==> src/rtl/instruction_fetch.sv <==
// rtl/instruction_fetch.sv - PIC16F program counter, instruction register and return stack
//
// Ports:
//   clk, rst              core clock, synchronous active-high reset
//   instr_rd_en           load pm_data into instr_current
//   instr_flush           load NOP into instr_current (wins over instr_rd_en)
//   pc_incr_en            pc <= pc + 1
//   pc_j_en               pc <= {pclath[4:3], instr_current[10:0]}
//   stack_push            push pc onto the return stack
//   stack_pop             pc <= top of stack (wins over jump/increment)
//   pclath                PCLATH register contents
//   pm_data / pm_addr     program-memory read data / address (pm_addr == pc)
//   pc                    program counter
//   instr_current         instruction register to the decoder
//   stack_depth           number of valid return-stack entries, 0..STACK_DEPTH
//   stack_overflow        sticky, push attempted at full depth
//   stack_underflow       sticky, pop attempted at depth 0

module instruction_fetch #(
    parameter int                     PC_WIDTH     = 13,
    parameter int                     STACK_DEPTH  = 8,
    parameter logic [PC_WIDTH-1:0]    RESET_VECTOR = '0
) (
    input  logic                            clk,
    input  logic                            rst,
    input  logic                            instr_rd_en,
    input  logic                            instr_flush,
    input  logic                            pc_incr_en,
    input  logic                            pc_j_en,
    input  logic                            stack_push,
    input  logic                            stack_pop,
    input  logic [4:0]                      pclath,
    input  logic [13:0]                     pm_data,
    output logic [PC_WIDTH-1:0]             pm_addr,
    output logic [PC_WIDTH-1:0]             pc,
    output logic [13:0]                     instr_current,
    output logic [$clog2(STACK_DEPTH):0]    stack_depth,
    output logic                            stack_overflow,
    output logic                            stack_underflow
);

    localparam int                  SP_W       = $clog2(STACK_DEPTH);
    localparam logic [SP_W-1:0]     SP_ONE     = 1;
    localparam logic [SP_W:0]       DEPTH_ONE  = 1;
    localparam logic [SP_W:0]       DEPTH_FULL = (SP_W+1)'(STACK_DEPTH);
    localparam logic [PC_WIDTH-1:0] PC_ONE     = 1;

    logic [PC_WIDTH-1:0] stack_mem [STACK_DEPTH];
    logic [SP_W-1:0]     sp;
    logic [SP_W-1:0]     sp_dec;
    logic [PC_WIDTH-1:0] jump_target;

    assign pm_addr     = pc;
    assign sp_dec      = sp - SP_ONE;
    // Upper page bits come from PCLATH, the low 11 from the GOTO/CALL literal.
    assign jump_target = PC_WIDTH'({pclath[4:3], instr_current[10:0]});

    always_ff @(posedge clk) begin
        if (rst) begin
            pc              <= RESET_VECTOR;
            instr_current   <= 14'h0000;
            sp              <= '0;
            stack_depth     <= '0;
            stack_overflow  <= 1'b0;
            stack_underflow <= 1'b0;
            for (int i = 0; i < STACK_DEPTH; i++) begin
                stack_mem[i] <= '0;
            end
        end else begin
            // Instruction register: flush beats read, otherwise hold.
            if (instr_flush) begin
                instr_current <= 14'h0000;
            end else if (instr_rd_en) begin
                instr_current <= pm_data;
            end

            if (stack_pop) begin
                // Pop always wraps sp and loads the entry, even when empty;
                // a concurrent push is dropped and flagged both ways.
                pc <= stack_mem[sp_dec];
                sp <= sp_dec;
                if (stack_depth != '0) begin
                    stack_depth <= stack_depth - DEPTH_ONE;
                end else begin
                    stack_underflow <= 1'b1;
                end
                if (stack_push) begin
                    stack_overflow  <= 1'b1;
                    stack_underflow <= 1'b1;
                end
            end else begin
                if (stack_push) begin
                    // Circular stack: a push when full overwrites the oldest entry.
                    stack_mem[sp] <= pc;
                    sp            <= sp + SP_ONE;
                    if (stack_depth == DEPTH_FULL) begin
                        stack_overflow <= 1'b1;
                    end else begin
                        stack_depth <= stack_depth + DEPTH_ONE;
                    end
                end
                if (pc_j_en) begin
                    pc <= jump_target;
                end else if (pc_incr_en) begin
                    pc <= pc + PC_ONE;
                end
            end
        end
    end

endmodule

==> config.mk <==
export PLATFORM = sky130hd
export DESIGN_NAME = instruction_fetch
export DESIGN_NICKNAME = d
export VERILOG_FILES = /design/src/rtl/instruction_fetch.sv
export SDC_FILE = /design/constraint.sdc
export NUM_CORES = 1
export LEC_CHECK = 0
export CAP_MARGIN = 30
export CORE_ASPECT_RATIO = 1.25
export CORE_UTILIZATION = 57
export CTS_CLUSTER_SIZE = 30
export DETAILED_ROUTE_END_ITERATION = 8
export GPL_TIMING_DRIVEN = 1
export MAX_ROUTING_LAYER = met4
export PLACE_DENSITY_LB_ADDON = 0.2
export SETUP_SLACK_MARGIN = 0.4
export SLEW_MARGIN = 40
export SYNTH_ARGS = -nofsm -noshare
export SYNTH_HDL_FRONTEND = slang
export SYNTH_SLANG_ARGS = --single-unit
==> constraint.sdc <==
create_clock -name clk -period 2.2 [get_ports clk]
set_input_delay 0.44 -clock clk [delete_from_list [all_inputs] [get_ports clk]]
set_output_delay 0.44 -clock clk [all_outputs]
set_load 0.1 [all_outputs]
* Word level (Yosys, flattened, before mapping) *
Memory sizes are Yosys's and may differ from the RTL's.
Cells that the tools add are included.

storage, ports and cells
  flip-flop bits (word level) = 36
  bits in writable memories = 104
  logic and storage cells = 49
  memories kept = 1

memories
  name       words  width  rd ports  clocked after memory_dff  write ports  line  RTL
  stack_mem  8      13     1         0                         8            48    logic [PC_WIDTH-1:0] stack_mem [STACK_DEPTH];

cells by class
  $add $sub $neg = 5
  equality and inequality tests = 4
  muxes and demuxes = 24
  reductions and logical operators = 9

operator list
  kind                                                                 number
  13-bit 2-to-1 mux                                                    4
  4-bit 2-to-1 mux                                                     4
  13-bit by 1-bit adder with 13-bit output (second input constant)     1
  1-bit 2-to-1 mux                                                     13
  13-bit OR reduction                                                  1
  3-bit 2-to-1 mux                                                     3
  4-bit by 1-bit adder with 4-bit output (second input constant)       1
  4-bit == test (second input constant)                                1
  2-bit != test (second input constant)                                2
  2-bit AND reduction                                                  2
  2-bit nonzero test                                                   2
  4-bit nonzero test                                                   1
  4-bit by 1-bit subtractor with 4-bit output (second input constant)  1
  3-bit by 1-bit adder with 3-bit output (second input constant)       1
  3-bit AND reduction                                                  1
  3-bit nonzero test                                                   1
  3-bit by 1-bit subtractor with 3-bit output (second input constant)  1
  2-bit by 1-bit != test with 1-bit output (second input constant)     1
  2-bit OR reduction                                                   1

* Logic depth before layout (Yosys ltp) *
  depth in word-level cells = 6
  mapped depth = 10

* Worst setup path after synthesis *
No wires, ideal clock.

  path type = register -> register
  start point = register pc[1]
  end point = register pc[8]
  setup time = 0.080 ns
  data arrival time = 2.333 ns
  path slack = -0.214 ns
  cell stages (with the launch flop) = 7
  buffers on the path = 0
  clock period less this slack = 2.414 ns
  cell sequence = dfxtp_1 > ha_1 > nand4_4 > or3_1 > a21oi_1 > a211oi_1 > a211oi_2

on the way
  word-level cells in the longest chain between the ends = 4

RTL lines
  what                                      line  RTL
  from (decl)                               35    output logic [PC_WIDTH-1:0] pc,
  from (signal assigned)                    80    pc <= stack_mem[sp_dec];
  from (signal assigned)                    103   pc <= jump_target;
  from (signal assigned)                    105   pc <= pc + PC_ONE;
  13-bit by 1-bit adder with 13-bit output  105
  13-bit 2-to-1 mux                         104   end else if (pc_incr_en) begin
  13-bit 2-to-1 mux                         102   if (pc_j_en) begin
  13-bit 2-to-1 mux                         77    if (stack_pop) begin

Every way passes these cells. The select of a mux whose other input is x is not followed.
A chain may end at the register's enable or synchronous reset.

* Worst setup path in the final report *
  start point = register sp[0]
  end point = register pc[9]

on the way
  word-level cells in the longest chain between the ends = 3

RTL lines
  what                                         line  RTL
  from (decl)                                  49    logic [SP_W-1:0] sp;
  from (signal assigned)                       81    sp <= sp_dec;
  from (signal assigned)                       95    sp <= sp + SP_ONE;
  3-bit by 1-bit subtractor with 3-bit output  54    assign sp_dec = sp - SP_ONE;
  memory 8 x 13 bit                            n/a
  13-bit 2-to-1 mux                            77

Every way passes these cells.

==> flow_metrics.env <==
export IMPL_ys_ff_latch=140
export IMPL_worst_slack_ns=0.366
export IMPL_fin_skew_ns=0.0122
export IMPL_drive_gt1_share_pct=31.8
export IMPL_placed_cells=736
export IMPL_die_height_um=124
export IMPL_syn_area_um2=6810
export IMPL_grt_usage_pct=26.8
export IMPL_synth_main_ff_cell="edfxtp_1"
export IMPL_place_congestion=0.806
export IMPL_firstDrtPassIters=5
export IMPL_worstSetupEndpointType="register"
export IMPL_drt_iter0_markers=378
export IMPL_synth_yosys_seq_area_share_pct=56.4
export IMPL_cp_required_ns=2.51
export IMPL_crit_chain="inv_4 > ha_4 > buf_6 > buf_16 > mux4_2 > mux2i_1 > a21oi_1 > and2_1"
export IMPL_drt_total_wl_um=15700
export IMPL_dpl_instance_area_um2=7670
export IMPL_hp_start="stack_overflow$_SDFFE_PP0P_"
export IMPL_slew_headroom_pct=68.1
export IMPL_p_total_mw=8.41
export IMPL_area_growth_pct=25.6
export IMPL_syn_instance_count=524
export IMPL_syn_nets=557
export IMPL_ys_warn_count=0
export IMPL_portBuffers=69
export IMPL_drv_slew=0
export IMPL_setup_violations=0
export IMPL_synth_distinct_cells=52
export IMPL_power_density_nw_per_um2=983
export IMPL_cp_max_fo=6
export IMPL_antenna_found_initial=0
export IMPL_finalHoldViolCount=0
export IMPL_grt_max_degree=31
export IMPL_clockBufferDepth=2
export IMPL_coreArea_um2=11600
export IMPL_fin_crit_sh_pct=83.4
export IMPL_grt_pass1_vias=4298
export IMPL_clk_latency_ns=0.42
export IMPL_final_nets=640
export IMPL_pre_cts_ws_ns=-0.0494
export IMPL_p_leak_nw=3.36
export IMPL_syn_area_per_cell_um2=13.0
export IMPL_wl_per_cell_um=20.1
export IMPL_critPathArrivalTime_ns=2.14
export IMPL_worst_slew_pin_slew_ns=0.479
export IMPL_ant_nets=0
export IMPL_drc=0
export IMPL_start_util_pct=58.6
export IMPL_fin_crit_ns=1.83
export IMPL_r2r_start="sp[0]$_SDFFE_PP0P_"
export IMPL_grt_overflow=0
export IMPL_grt_pass1_wl_um=23300
export IMPL_die_w_um=99.8
export IMPL_rsz0062_at_grt="yes"
export IMPL_cts_num_sinks=140
export IMPL_hold_buffers=0
export IMPL_whs_ns=0.456
export IMPL_antenna_cells=0
export IMPL_start_kind="register"
export IMPL_cap_violations=0
export IMPL_cts_tree="yes"
export IMPL_crit_start="sp[0]$_SDFFE_PP0P_"
export IMPL_final_area_um2=8550
export IMPL_critPathMaxStageDelay_ns=0.39
export IMPL_vias=4460
export IMPL_dieArea_um2=12400
export IMPL_n_fill_cell=766
export IMPL_ios=73
export IMPL_num_rows=44
export IMPL_synth_edf_count=104
export IMPL_crit_type="register to register"
export IMPL_async_reset_ff_share_pct=0
export IMPL_slowest_stage="dfxtp_4"
export IMPL_hold_path_class="register to register"
export IMPL_status="finished, final reports clean"
export IMPL_fmaxAchievable_mhz=545
export IMPL_cts_buffers=17
export IMPL_clk_pin_slew_ns=0.06
export IMPL_detailed_place_hpwl_um=9940
export IMPL_layoutNonFillerInstCount=781
export IMPL_via_per_inst=5.71
export IMPL_htree_levels=4
export IMPL_vdd_drop_max_v=0.000623
export IMPL_cts_root_buf="clkbuf_16"
-- power by group --
| group | leakage [nW] | internal [mW] | total [mW] | switching (mW) |
|---|---|---|---|---|
| combinational | 1.68 | 0.823 | 2.23 | 1.41 |
| clock | 0.300 | 1.80 | 2.95 | 1.15 |
| sequential | 1.38 | 3.02 | 3.22 | 0.208 |
-- layout by cell type (no fill, tap or decap), types with 4 or more instances in the layout --
cell,instances
buf_4,79
nand2b_1,4
xnor2_1,11
xor2_1,4
inv_6,4
a21oi_1,10
edfxtp_1,104
clkdlybuf4s50_1,22
nand2_1,14
clkbuf_16,19
nor3_1,17
nand3_1,4
dfxtp_1,17
or2_2,9
dfxtp_2,13
buf_12,9
mux4_2,16
o21ai_0,10
nor2_1,39
mux2i_1,23
dfxtp_4,6
mux4_1,10
inv_1,7
nor4_1,4
clkinv_4,4
buf_6,5
and2_1,89
a211oi_1,9
-- worst paths after layout --
path,to,slack (ns),cells after the start
max,pc[9]$_SDFFE_PP0P_,0.37,8
min,stack_overflow$_SDFFE_PP0P_,0.46,2
max reg2reg,pc[9]$_SDFFE_PP0P_,0.37,8
min reg2reg,stack_overflow$_SDFFE_PP0P_,0.46,2
-- Yosys cell counts (2+ instances only) --
| master | count | area (um2) |
|---|---|---|
| mux4_2 | 11 | 248 |
| o21a_1 | 2 | 15.0 |
| ha_1 | 5 | 62.6 |
| nand4_4 | 2 | 42.5 |
| dfxtp_1 | 36 | 721 |
| or2_2 | 9 | 56.3 |
| xor2_1 | 5 | 43.8 |
| mux2i_1 | 25 | 250 |
| nor3_1 | 18 | 90.1 |
| buf_4 | 15 | 113 |
| o22ai_1 | 3 | 18.8 |
| or3_1 | 2 | 12.5 |
| inv_1 | 9 | 33.8 |
| nor2_1 | 39 | 146 |
| mux2_2 | 2 | 22.5 |
| nor4_2 | 2 | 25.0 |
| buf_6 | 4 | 45.0 |
| a31oi_1 | 2 | 12.5 |
| and2_1 | 89 | 557 |
| nor4_1 | 4 | 25.0 |
| mux4_1 | 15 | 394 |
| clkbuf_1 | 22 | 82.6 |
| nand2b_1 | 4 | 25.0 |
| buf_2 | 9 | 45.0 |
| clkbuf_8 | 5 | 68.8 |
| a21o_1 | 2 | 15.0 |
| o21ai_0 | 10 | 50.1 |
| xnor2_1 | 11 | 96.3 |
| a211oi_1 | 9 | 67.6 |
| nand3_1 | 4 | 20.0 |
| nand2_1 | 14 | 52.6 |
| a21oi_1 | 11 | 55.1 |
| o21ai_1 | 2 | 10.0 |
| edfxtp_1 | 104 | 3120 |
-- sequential cells by signal (all words and copies together) (netlist names) --
| signal | cells |
|---|---|
| sp | 3 |
| stack_underflow | 1 |
| stack_mem | 104 |
| instr_current | 14 |
| pc | 13 |
| stack_depth | 4 |
| stack_overflow | 1 |
-- layer usage --
metal | vias up | track usage (%) | wire [um]
li1 | 2056 | - | -
met1 | 2204 | 31.6 | 6140
met2 | 176 | 45.0 | 8130
met3 | 24 | 5.95 | 1040
met4 | 0 | 10.4 | 372
met5 | - | - | 0
-- worst max-delay path: cells and delay by family, from the launching register on --
kind                       cells  cell delay [ns]
AOI/OAI and AO/OA              1             0.08
DFF                            1             0.39
buffers and inverters          3             0.29
and+or+nand+nor                1             0.17
adders and majority gates      1             0.31
muxes                          2             0.48
-- cell type report --
class,count,area (um2),share of cell area [%]
flip-flops and latches,140,3880,45.4
multi-input cells,317,2630,30.7
repair buffers,121,1190,13.9
clock buffers,17,425,4.97
well taps,161,201,2.36
clock inverters,15,186,2.18
inverters,10,40.0,0.468
-- stage by stage --
| stage | util, % | TNS (ns) |
|---|---|---|
| after floorplan | - | 0 |
| after global placement | 66.0 | -0.00322 |
| after detailed placement | 66.0 | -1.57 |
| after CTS | 72.3 | 0 |
| after global routing | 73.6 | 0 |
| final | 73.6 | 0 |
-- repair_timing --
item	4_1_cts	5_1_grt
resized for setup	15	19
pin swaps	1	6
setup buffers	2	7
gates cloned	2	2
endpoints found under the setup margin	51	12
-- logic make-up after synthesis --
| family | Yosys count | share of synthesized area [%] |
|---|---|---|
| flops | 140 | 56.4 |
| buf+inv | 67 | 5.94 |
| compound gates | 46 | 4.30 |
| xor+xnor | 16 | 2.06 |
| fa+ha+maj | 6 | 1.21 |
| mux | 53 | 13.4 |
| simple gates | 196 | 16.6 |
Power figures use the tool's default switching activity.
